`config.mk`:
```
export PLATFORM = sky130hd
export DESIGN_NAME = branch_predict_controller
export DESIGN_NICKNAME = d
export VERILOG_FILES = /design/src/rtl/branch_predict_controller.sv
export SDC_FILE = /design/constraint.sdc
export NUM_CORES = 1
export LEC_CHECK = 0
export BUFFER_PORTS_ARGS = -buffer_cell sky130_fd_sc_hd__buf_2
export CELL_PAD_IN_SITES_DETAIL_PLACEMENT = 1
export CELL_PAD_IN_SITES_GLOBAL_PLACEMENT = 1
export CORE_MARGIN = 10
export CORE_UTILIZATION = 54
export CTS_BUF_LIST = sky130_fd_sc_hd__clkbuf_8
export CTS_CLUSTER_SIZE = 24
export DETAILED_ROUTE_END_ITERATION = 16
export PLACE_DENSITY_LB_ADDON = 0.15
export SYNTH_ARGS = -nofsm -noshare
export SYNTH_HDL_FRONTEND = slang
export SYNTH_SLANG_ARGS = --single-unit
```
`constraint.sdc`:
```
create_clock -name clock -period 6.6 [get_ports clock]
set_input_delay 0 -clock clock [delete_from_list [all_inputs] [get_ports clock]]
set_output_delay 0 -clock clock [all_outputs]
set_load 0.05 [all_outputs]
```
`src/rtl/branch_predict_controller.sv`:
```
// Purpose : sequences predictor redirects; in-order checkpoint queue of predicted branches, preload on taken, restore on mispredict.
// Latency : preload/restore/jump_addr are registered, 1 cycle after the triggering predict/resolve edge.
// Backpr. : stall_predict=1 when the queue holds DEPTH entries; a predict_valid seen while stalled is dropped.
// Ports   : clock, reset (async, active-high)
//           predict_valid/predict_taken/predict_target/fallthrough_addr : new prediction from predictor
//           resolve_valid/resolve_taken/resolve_target                   : execute-stage resolution of oldest branch
//           stall_predict, jump_addr, preload, restore, outstanding, resolve_err : status and redirect outputs
module branch_predict_controller #(
  parameter int ADDR_W = 11,
  parameter int DEPTH  = 4,
  parameter int PTR_W  = 2
) (
  input  logic              clock,
  input  logic              reset,
  input  logic              predict_valid,
  input  logic              predict_taken,
  input  logic [ADDR_W-1:0] predict_target,
  input  logic [ADDR_W-1:0] fallthrough_addr,
  input  logic              resolve_valid,
  input  logic              resolve_taken,
  input  logic [ADDR_W-1:0] resolve_target,
  output logic              stall_predict,
  output logic [ADDR_W-1:0] jump_addr,
  output logic              preload,
  output logic              restore,
  output logic [PTR_W:0]    outstanding,
  output logic              resolve_err
);

  typedef enum logic {RUN = 1'b0, FLUSH = 1'b1} state_t;

  typedef struct packed {
    logic              pred_taken;
    logic [ADDR_W-1:0] pred_target;
    logic [ADDR_W-1:0] fallthrough;
  } entry_t;

  localparam logic [PTR_W:0]   FULL_CNT = DEPTH[PTR_W:0];
  localparam logic [PTR_W:0]   CNT_ONE  = {{PTR_W{1'b0}}, 1'b1};
  localparam logic [PTR_W-1:0] PTR_ONE  = {{(PTR_W-1){1'b0}}, 1'b1};

  state_t                  state_q, state_d;
  entry_t [DEPTH-1:0]      mem_q, mem_d;
  logic   [PTR_W-1:0]      rd_ptr_q, rd_ptr_d;
  logic   [PTR_W-1:0]      wr_ptr_q, wr_ptr_d;
  logic   [PTR_W:0]        count_q, count_d;
  logic   [ADDR_W-1:0]     jump_addr_q, jump_addr_d;
  logic                    preload_q, preload_d;
  logic                    restore_q, restore_d;
  logic                    resolve_err_q, resolve_err_d;

  logic   full;
  logic   push;
  logic   pop;
  logic   mispredict;
  entry_t oldest;

  // Full is judged on the registered count so a same-cycle pop never frees space.
  assign full   = (count_q == FULL_CNT);
  assign oldest = mem_q[rd_ptr_q];

  always_comb begin
    state_d       = state_q;
    mem_d         = mem_q;
    rd_ptr_d      = rd_ptr_q;
    wr_ptr_d      = wr_ptr_q;
    count_d       = count_q;
    jump_addr_d   = jump_addr_q;
    preload_d     = 1'b0;
    restore_d     = 1'b0;
    resolve_err_d = resolve_err_q;
    push          = 1'b0;
    pop           = 1'b0;
    mispredict    = 1'b0;

    case (state_q)
      RUN: begin
        push = predict_valid && !full;
        pop  = resolve_valid && (count_q != '0);
        if (resolve_valid && (count_q == '0)) begin
          resolve_err_d = 1'b1;
        end
        // Direction mismatch, or both taken but to different targets.
        mispredict = pop &&
                     ((resolve_taken != oldest.pred_taken) ||
                      (resolve_taken && (resolve_target != oldest.pred_target)));

        if (mispredict) begin
          // Restore wins over any same-cycle push; all speculation is dropped.
          restore_d   = 1'b1;
          jump_addr_d = resolve_taken ? resolve_target : oldest.fallthrough;
          count_d     = '0;
          rd_ptr_d    = wr_ptr_q;
          state_d     = FLUSH;
        end else begin
          if (push) begin
            mem_d[wr_ptr_q] = '{pred_taken:  predict_taken,
                                pred_target: predict_target,
                                fallthrough: fallthrough_addr};
            wr_ptr_d = wr_ptr_q + PTR_ONE;
            if (predict_taken) begin
              preload_d   = 1'b1;
              jump_addr_d = predict_target;
            end
          end
          if (pop) begin
            rd_ptr_d = rd_ptr_q + PTR_ONE;
          end
          case ({push, pop})
            2'b10:   count_d = count_q + CNT_ONE;
            2'b01:   count_d = count_q - CNT_ONE;
            default: count_d = count_q;
          endcase
        end
      end
      FLUSH: begin
        // Wrong-path predict/resolve traffic is ignored for this one cycle.
        state_d = RUN;
      end
      default: state_d = RUN;
    endcase
  end

  always_ff @(posedge clock or posedge reset) begin
    if (reset) begin
      state_q       <= RUN;
      mem_q         <= '0;
      rd_ptr_q      <= '0;
      wr_ptr_q      <= '0;
      count_q       <= '0;
      jump_addr_q   <= '0;
      preload_q     <= 1'b0;
      restore_q     <= 1'b0;
      resolve_err_q <= 1'b0;
    end else begin
      state_q       <= state_d;
      mem_q         <= mem_d;
      rd_ptr_q      <= rd_ptr_d;
      wr_ptr_q      <= wr_ptr_d;
      count_q       <= count_d;
      jump_addr_q   <= jump_addr_d;
      preload_q     <= preload_d;
      restore_q     <= restore_d;
      resolve_err_q <= resolve_err_d;
    end
  end

  assign stall_predict = full;
  assign jump_addr     = jump_addr_q;
  assign preload       = preload_q;
  assign restore       = restore_q;
  assign outstanding   = count_q;
  assign resolve_err   = resolve_err_q;

endmodule

```
==> results of run 1 <==
==> how the worst max path moves through the flow <==
| stage | start | endpoint | slack [ns] | depth (start not counted) |
|---|---|---|---|---|
| 2_1_floorplan | reset | jump_addr[0] | 3.61 | 1 |
| 3_3_place_gp | rd_ptr_q[1] | mem_q[17] | 2.36 | 7 |
| 3_5_place_dp | rd_ptr_q[1] | mem_q[55] | 2.23 | 7 |
| 4_1_cts | rd_ptr_q[1] | mem_q[55] | 2.13 | 7 |
| 5_1_grt | rd_ptr_q[1] | mem_q[55] | 1.83 | 7 |
| 6_report | rd_ptr_q[1] | mem_q[55] | 2.08 | 8 |
==> sequential cells by signal, indices dropped and copies added (netlist names) <==
register	cells
rd_ptr_q	2
mem_q	92
preload	1
restore	1
outstanding	3
resolve_err	1
wr_ptr_q	2
jump_addr	11
==> placed cells by master, fill, tap and decap left out, types with 2 or more instances in the layout <==
master	count
o21ai_0	7
ha_1	4
a2bb2oi_1	2
dlygate4sd3_1	31
nand4_1	3
and4_1	4
clkbuf_8	21
o211ai_1	2
clkinv_2	3
xnor2_1	12
mux2i_1	10
mux2_2	2
o21bai_1	12
buf_4	8
buf_2	56
nand2_1	7
xor2_1	4
mux4_2	18
inv_1	11
a21oi_1	5
dfrtp_1	113
bufinv_16	6
mux2_1	92
o221a_1	10
nor2_1	17
nor3_1	13
nand3_1	4
==> critical path: cells and delay by family, from the launching register on <==
family	cells	cell delay (ns)
AO/OA/AOI/OAI	1	0.40
XOR/XNOR	1	0.20
buffers and inverters	1	0.36
flip-flops	1	1.11
multiplexers	2	1.02
AND/OR/NAND/NOR	3	1.27
==> final cells by class <==
type                            count  area (um^2)  area share
Clock inverter                     11          206      0.0313
Multi-Input combinational cell    241         2400       0.365
Sequential cell                   113         2830       0.429
Inverter                           11         43.8     0.00665
Tap cell                          133          166      0.0253
Clock buffer                       21          289      0.0439
Timing Repair Buffer               95          651      0.0988
==> kinds of logic (layout without fill, tap and decap cells) <==
logic type | count (synthesis) | after routing | synth area share
fa+ha+maj | 5 | 5 | 0.0129
mux | 122 | 122 | 0.287
xor+xnor | 16 | 16 | 0.0257
buf+inv | 37 | 138 | 0.0406
compound gates | 44 | 44 | 0.0654
simple gates | 54 | 54 | 0.0498
flops | 113 | 113 | 0.519
==> power by group <==
group          leakage [nW]  switching [W]  internal, W  total, W
clock                 0.253       0.000287     0.000525  0.000812
sequential             1.34       0.000260      0.00104   0.00130
combinational          1.34       0.000757     0.000645   0.00140
==> routing by layer <==
layer  wire [um]  part of all wire  up-vias  GRT usage
li1            -                 -     1612          -
met1        6370              0.42     1947      0.257
met2        7590              0.51       97      0.363
met3         654             0.044       32     0.0544
met4         395             0.026        0     0.0995
met5           0                 0        -          0
==> timing repair <==
action	CTS	global route
setup endpoints to repair	0	0
buffers inserted	0	0
gates resized for setup	0	0
hold buffers	31	0
endpoints found under the hold margin	148	0
==> metrics by stage <==
stage	util	total power, W	hold slack, ns	worst slack (ns)
floorplan	-	0.00229	0.135	3.61
global placement	0.589	0.00255	0.0834	2.36
detailed placement	0.589	0.00264	0.101	2.23
CTS	0.671	0.00353	0.0102	2.13
global route	0.671	0.00372	0.0518	1.83
finish	0.671	0.00351	0.0318	2.08
==> metrics.cfg, run 1 <==
[sta]
setup_viol = 0
layout_min_cycle_time_ns = 4.52
finClkSkew_ns = 0.0143
tns_ns = 0
relSlewSlack = 0.114
tightest_slew_ns = 1.33
max_freq_ghz = 0.221
period_share = 0.684
slew_violations = 0
hold_viol = 0
rsz0062_at_grt = false

[cts]
cts_made_buffers = 17
cts_tree = built
cts_buffer_depth = 2
insertion_delay_ns = 0.44
clk_pin_slew_worst_paths_ns = 0.08
clockRootBuffer = clkbuf_8
cts_sinks = 113
cts_max_level = 4

[pwr]
leakage_nw = 2.93
vdd_drop_max_uv = 247
power_per_cell_area_nw_per_um2 = 534

[worst_hold_path]
hp-class = in2reg
whs_endpoint = jump_addr[10]
min-delay-start = resolve_target[10]
hold_depth = 4

[grt]
grt_pass1_vias = 4263
grt_max_degree = 70
grt_usage = 0.217
grt_pass1_wl_mm = 24.1
grt-ovfl-total = 0
grt_antenna_before_repair = 0

[worst_setup_path]
worstReg2RegEnd = mem_q[55]
cp-start-kind = register
ff2ff_path_depth = 8
cp_cell_sequence = mux4_2 -> xnor2_1 -> nand2_1 -> or4_4 -> o21ai_4 -> and4_1 -> buf_4 -> mux2_1
crit_fanout = 20
critPathRequiredTime_ns = 6.91
end_kind = register
slowest_stage = dfrtp_1
r2r-start = rd_ptr_q[1]
r2r_slack_ns = 2.08
worstPathArrival_ns = 4.82
crit_type = reg2reg
critPathMaxStageDelay_ns = 1.11

[logic_synthesis]
synth_edf_count = 0
synth_area_leaders = dfrtp_1 52%, mux2_1 19%, mux4_2 7.4%
ys_async_sr_fraction = 1.00
synthFlopType = dfrtp_1
synth_cell_types = 39
synth.most_common_cell = dfrtp_1
syn_nets = 435
syn_inst = 391
avgSynthCellArea_um2 = 13.9
ys_warn_count = 0
yosys_register_bits = 113
ys_top_cells_by_count = 113 x dfrtp_1, 92 x mux2_1, 18 x mux4_2, 17 x nor2_1, 13 x nor3_1
netlist_area_um2 = 5450
synth_top_cell_area_share = 0.519
yosysSeqAreaShare = 0.519
synth_top_area_cell = dfrtp_1

[floorplanning]
initial_core_util = 0.555
rows = 36
boundaryPins = 57
die-area_um2 = 14500
die_h_um = 120
fp.dieW_um = 120
coreArea_um2 = 9820

[layout]
area_delta_synth_final_pct = 20.8
stdcell_area_um2 = 6590
fillers = 961
diodes = 0
finalNetCount = 523
finalNonFillerCells = 625
drive_above_1_share = 0.246

[flow_run]
drv_cap = 0

[detailed_routing]
drcViolationCount = 0
first_pass_iters = 4
wl_per_cell_um = 24.0
vias = 3688
drt-initial-drc-count = 222
routed_wl_mm = 15.0
drtAntennaViolNets = 0
viasPerCell = 5.90

[place]
hpwl_mm = 9.04
dpl_cell_area_um2 = 5780
io_buffers = 56
place_inst = 562
routabilityCongestion = 0.765

[run_status]
outcome = completed

(Power assumes the default switching activity.)
==> run 2, diff against run 1 <==
- CORE_UTILIZATION: 54 -> 46
- clock period: 6.6 -> 3.78 ns (I/O delays scaled with it)
==> metrics.cfg, run 2 (same netlist as run 1, synthesis figures left out) <==
[floorplanning]
fp.dieW_um = 129  ; +7.0%
die_h_um = 129  ; +7.0%
boundaryPins = 57  ; unchanged
initial_core_util = 0.473  ; -0.0818
die-area_um2 = 16600  ; +14%
coreArea_um2 = 11500  ; +17%
rows = 39  ; +8.3%

[cts]
cts_tree = built
cts_max_level = 4  ; unchanged
cts_sinks = 113  ; unchanged
clockRootBuffer = clkbuf_8
cts_made_buffers = 17  ; unchanged
ctsResizeCount = 0  ; unchanged
cts_buffer_depth = 2  ; unchanged
insertion_delay_ns = 0.43  ; about the same
clk_pin_slew_worst_paths_ns = 0.07  ; about the same
cts_setup_buffers = 0  ; unchanged

[pwr]
total_power_w = 0.00578  ; +65%
leakage_nw = 2.96  ; +1.1%
vdd_drop_max_uv = 418  ; +69%
power_per_cell_area_nw_per_um2 = 868  ; +63%

[layout]
register_area_um2 = 2830  ; unchanged
drive_above_1_share = 0.257  ; +0.0114
layout_commonest_cell = dfrtp_1
diodes = 0  ; unchanged
stdcell_area_um2 = 6660  ; +1.2%
largest_reg_flops = 92  ; unchanged
area_delta_synth_final_pct = 22.2
finalNetCount = 540  ; +3.3%
fillers = 1157  ; +20%
top_register = mem_q
final_cell_mix = 113 x dfrtp_1, 92 x mux2_1, 56 x buf_2
multiInputGateArea_um2 = 2400  ; unchanged

[worst_setup_path]
cp_common_cell = buf_4
crit_family = multiplexers
cp_cell_sequence = buf_4 -> mux4_2 -> xnor2_1 -> nand4_1 -> or4_4 -> o21ai_4 -> and4_1 -> buf_4 -> mux2_1
crit_type = reg2reg
r2r_slack_ns = 0.50  ; -1.59 ns
crit_fanout = 14  ; -30%
slowest_stage = mux4_2
worstReg2RegEnd = mem_q[25]
end_kind = register
critPathRequiredTime_ns = 4.08  ; -2.83 ns
critPathBufInv = 2  ; +1
r2r-start = rd_ptr_q[1]
cp-start-kind = register
worstPathArrival_ns = 3.59  ; -1.23 ns
ff2ff_path_depth = 9  ; +1
critPathMaxStageDelay_ns = 0.51  ; -0.60 ns

[sta]
holdWs_ns = 0.0645  ; +0.0327 ns
setup_viol = 0  ; unchanged
period_share = 0.869  ; +0.184
max_freq_ghz = 0.305  ; +38%
slew_violations = 0  ; unchanged
relSlewSlack = 0.282  ; +0.168
finClkSkew_ns = 0.00950  ; -0.00476 ns
tightest_slew_ns = 1.08  ; -0.252 ns
rsz0062_at_grt = false
tns_ns = 0  ; unchanged
layout_min_cycle_time_ns = 3.28  ; -1.23 ns
hold_viol = 0  ; unchanged

[place]
dpl_cell_area_um2 = 5920  ; +2.4%
io_buffers = 56  ; unchanged
hpwl_mm = 9.13  ; +1.1%
routabilityCongestion = 0.779  ; +1.9%

[detailed_routing]
routed_wl_mm = 13.2  ; -12%
wl_per_cell_um = 20.3  ; -15%
drtAntennaViolNets = 0  ; unchanged
first_pass_iters = 4  ; unchanged
viasPerCell = 5.48  ; -7.2%
vias = 3570  ; -3.2%
drt-initial-drc-count = 179  ; -19%
drcViolationCount = 0  ; unchanged

[grt]
grt-ovfl-total = 0  ; unchanged
grt_usage = 0.171  ; -0.0456
grt_max_degree = 87  ; +24%
grt_antenna_before_repair = 0  ; unchanged
grt_pass1_vias = 4041  ; -5.2%
grt_pass1_wl_mm = 22.0  ; -8.5%

[worst_hold_path]
min-delay-start = predict_valid
hold_depth = 4  ; unchanged
hp-class = in2reg
whs_endpoint = outstanding[2]

[run_status]
outcome = completed

[flow_run]
drv_cap = 0  ; unchanged

run 2: changes by cell type in the layout (fill, tap and decap cells not counted):
| cell | before | now |
|---|---|---|
| clkbuf_8 | 21 | 19 |
| buf_4 | 8 | 17 |
| clkinv_2 | 3 | 4 |
| clkinvlp_4 | 1 | 4 |
| inv_1 | 11 | 13 |
| buf_12 | 0 | 3 |
| bufinv_16 | 6 | 2 |
| dlygate4sd3_1 | 31 | 36 |
run 2: what timing repair did:
| item | in CTS | in global routing |
|---|---|---|
| hold endpoints to repair | 189 | 0 |
| hold buffers | 36 | 0 |
| setup endpoints to repair | 0 | 0 |
run 2: area by class of cell:
| class | count | share of cell area |
|---|---|---|
| Timing Repair Buffer | 112 | 0.124 |
| Clock buffer | 19 | 0.0392 |
| Tap cell | 143 | 0.0268 |
| Inverter | 11 | 0.00657 |
| Clock inverter | 13 | 0.0182 |
| Sequential cell | 113 | 0.424 |
| Multi-Input combinational cell | 241 | 0.360 |
run 2: how the worst max path moves through the flow:
stage,from,to,cells past startpoint
floorplan,reset,jump_addr[0],1
global placement,rd_ptr_q[1],mem_q[51],9
detailed placement,rd_ptr_q[1],jump_addr[10],9
CTS,rd_ptr_q[1],mem_q[25],9
global route,rd_ptr_q[1],mem_q[56],9
finish,rd_ptr_q[1],mem_q[25],9
run 2: stage by stage:
stage,utilization,setup slack (ns),cells
floorplan,-,0.793,391
global placement,0.514,0.562,584
detailed placement,0.514,0.517,584
CTS,0.579,0.454,652
global route,0.579,0.286,652
finish,0.579,0.497,652
run 2: power breakdown:
group | leakage, nW | switching (W) | internal [W]
clock network | 0.197 | 0.000489 | 0.000607
logic | 1.43 | 0.00130 | 0.00121
registers | 1.34 | 0.000364 | 0.00182
total | 2.96 | 0.00215 | 0.00363
run 2: layer usage:
layer | global-route usage | wire (um)
met4 | 0.0482 | 133
met1 | 0.222 | 6050
met3 | 0.0554 | 638
met2 | 0.270 | 6420
met5 | 0 | 0
run 2: worst register-to-register path, delay by kind of cell (launching register included):
| kind | cells | cell delay, ns |
|---|---|---|
| AO/OA/AOI/OAI | 1 | 0.27 |
| XOR/XNOR | 1 | 0.18 |
| buffers and inverters | 2 | 0.47 |
| flip-flops | 1 | 0.49 |
| multiplexers | 2 | 0.88 |
| AND/OR/NAND/NOR | 3 | 0.87 |
==> run 3, diff against run 2 <==
- ABC_AREA: unset -> 1
- CORE_UTILIZATION: 46 -> 41
==> metrics.cfg, run 3 <==
[logic_synthesis]
syn_nets = 833  ; +91%
synth_cell_types = 28  ; -28%
ys_top_cells_by_count = 349 x nand2_1, 113 x dfrtp_1, 99 x nand4_1, 65 x nand3_1, 30 x inv_1
synth_top_cell_area_share = 0.468  ; -0.0509
netlist_area_um2 = 6040  ; +11%
synthFlopType = dfrtp_1
ys_warn_count = 0  ; unchanged
synth.most_common_cell = nand2_1
synth_edf_count = 0  ; unchanged
ys_async_sr_fraction = 1.00  ; unchanged
yosys_register_bits = 113  ; unchanged
avgSynthCellArea_um2 = 7.66  ; -45%
syn_inst = 789  ; +100%
synth_area_leaders = dfrtp_1 47%, nand2_1 22%, nand4_1 10%
synth_top_area_cell = dfrtp_1
yosysSeqAreaShare = 0.468  ; -0.0509

[layout]
final_cell_mix = 349 x nand2_1, 113 x dfrtp_1, 99 x nand4_1
finalNetCount = 894  ; +66%
diodes = 0  ; unchanged
area_delta_synth_final_pct = 15.6
largest_reg_flops = 92  ; unchanged
layout_commonest_cell = nand2_1
top_register = mem_q
drive_above_1_share = 0.129  ; -0.129
finalCoreUtilization = 0.483  ; -0.0959

[floorplanning]
die-area_um2 = 20000  ; +20%
coreArea_um2 = 14500  ; +26%
initial_core_util = 0.417  ; -0.0559
rows = 44  ; +13%
die_h_um = 141  ; +9.7%
fp.dieW_um = 141  ; +9.7%
boundaryPins = 57  ; unchanged

[sta]
period_share = 0.804  ; -0.0643
tightest_slew_ns = 0.736  ; -0.341 ns
slew_violations = 0  ; unchanged
rsz0062_at_grt = false
finClkSkew_ns = 0.0125  ; +0.00303 ns
hold_viol = 0  ; unchanged
holdWs_ns = 0.0735  ; +0.00905 ns
layout_min_cycle_time_ns = 3.04  ; -0.243 ns
setup_viol = 0  ; unchanged
relSlewSlack = 0.509  ; +0.227
fin_ws_ns = 0.740  ; +0.243 ns
max_freq_ghz = 0.329  ; +8.0%
tns_ns = 0  ; unchanged

[grt]
grt_max_degree = 85  ; -2.3%
grt-ovfl-total = 0  ; unchanged
grt_usage = 0.219  ; +0.0479
grt.busiest_layer = met2
use_met1 = 0.285  ; +0.0634
grt_use_met2 = 0.350  ; +0.0799
grt_pass1_vias = 6232  ; +54%
grt_pass1_wl_mm = 34.7  ; +57%
grtUsageMet3 = 0.0487  ; -0.00671
grt_antenna_before_repair = 0  ; unchanged

[pwr]
vdd_drop_max_uv = 371  ; -11%
p_sw_w = 0.00311  ; +44%
p_int_w = 0.00319  ; -12%
power_per_cell_area_nw_per_um2 = 901  ; +3.9%
sequentialPowerShare = 0.336  ; -0.041
leakage_nw = 3.67  ; +24%
pwr-share-clk = 0.177  ; -0.012
total_power_w = 0.00630  ; +8.9%
combPwrFrac = 0.487  ; +0.054
p_sw_frac = 0.493  ; +0.121

[run_status]
outcome = completed

[worst_setup_path]
cp-start-kind = register
cp_common_cell = nand2_1
crit_fanout = 38  ; +24
slowest_stage = nand4_4
cp_cell_sequence = buf_4 -> nand2_1 -> nand3_1 -> nand2_1 -> nand2_1 -> nand2_1 -> inv_1 -> nand2_1 -> nor2_1 -> nand3_1 -> nand2_2 -> buf_4 -> nand4_4 -> nand2_1 -> nand2_1
worstPathArrival_ns = 3.37  ; -0.22 ns
critPathMaxStageDelay_ns = 0.42  ; -0.09 ns
crit_type = reg2reg
critPathRequiredTime_ns = 4.11  ; +0.03 ns
crit_family = simple AND/OR/NAND/NOR gates
end_kind = register
critPathBufInv = 3  ; +1

[detailed_routing]
routed_wl_mm = 21.5  ; +62%
viasPerCell = 5.69  ; +3.9%
vias = 5956  ; +67%
wl_per_cell_um = 20.5  ; +1.2%
drt-initial-drc-count = 369  ; +110%
drtAntennaViolNets = 0  ; unchanged
first_pass_iters = 5  ; +1
drcViolationCount = 0  ; unchanged

[cts]
cts_max_level = 4  ; unchanged
cts_sinks = 113  ; unchanged
clockRootBuffer = clkbuf_8
insertion_delay_ns = 0.46  ; +0.03 ns
cts_buffer_depth = 2  ; unchanged
clk_pin_slew_worst_paths_ns = 0.07  ; about the same
cts_setup_buffers = 0  ; unchanged
ctsResizeCount = 0  ; unchanged
cts_tree = built
cts_made_buffers = 17  ; unchanged
hold_buffers = 26  ; -28%

[place]
hpwl_mm = 14.0  ; +53%
routabilityCongestion = 0.890  ; +14%
io_buffers = 56  ; unchanged
place_ws_ns = 0.769  ; +0.253 ns

[flow_run]
drv_cap = 0  ; unchanged

[worst_hold_path]
hp-class = in2reg

-- run 3: path summary, 6_finish.rpt --
kind	startpoint	endpoint	slack (ns)	depth (start not counted)
max	rd_ptr_q[0]	mem_q[34]	0.74	15
min	resolve_target[6]	jump_addr[6]	0.07	5
max reg2reg	rd_ptr_q[0]	mem_q[34]	0.74	15
min reg2reg	mem_q[25]	mem_q[25]	0.48	2
max in group asynchronous	reset	mem_q[80]	2.68	4
min in group asynchronous	reset	mem_q[53]	0.17	3
-- run 3: area by class of cell --
class,instances,area [um^2]
multi-input cells,585,2750
inverters,35,134
clock buffers,18,248
clock inverters,14,125
well taps,184,230
flip-flops and latches,113,2830
repair buffers,98,673
fillers,1812,7490
-- run 3: cell families after synthesis --
family	after synthesis	share of synthesized area
flops	113	0.468
fa+ha+maj	5	0.0116
mux	4	0.00662
compound gates	35	0.0352
xor+xnor	1	0.00145
buf+inv	91	0.0780
simple gates	540	0.399
-- run 3: routing by layer --
| metal | wire length [um] | part of all wire | up-vias |
|---|---|---|---|
| met1 | 9580 | 0.45 | 2994 |
| met3 | 1230 | 0.057 | 32 |
| met5 | 0 | 0 | - |
| met2 | 10200 | 0.48 | 174 |
| li1 | - | - | 2756 |
| met4 | 452 | 0.021 | 0 |
-- run 3: stage by stage --
stage	cells	cell area, um^2
global placement	989	6360
detailed placement	989	6360
finish	1047	6990
CTS	1047	6990
global route	1047	6990
floorplan	789	6040
-- run 3: power by group through the flow --
stage | sequential (W) | clock, W | combinational (W)
after floorplan | 0.00227 | 0 | 0.00203
after global placement | 0.00212 | 0 | 0.00293
after detailed placement | 0.00213 | 0 | 0.00304
after CTS | 0.00212 | 0.00113 | 0.00307
after global routing | 0.00218 | 0.00119 | 0.00342
final | 0.00212 | 0.00111 | 0.00307
-- run 3: worst min-delay path, cell delays in order --
cell and delay (ns):
buf_2 0.13, mux2i_1 0.08, o21ai_0 0.16, nand2_1 0.06, nand2_1 0.06
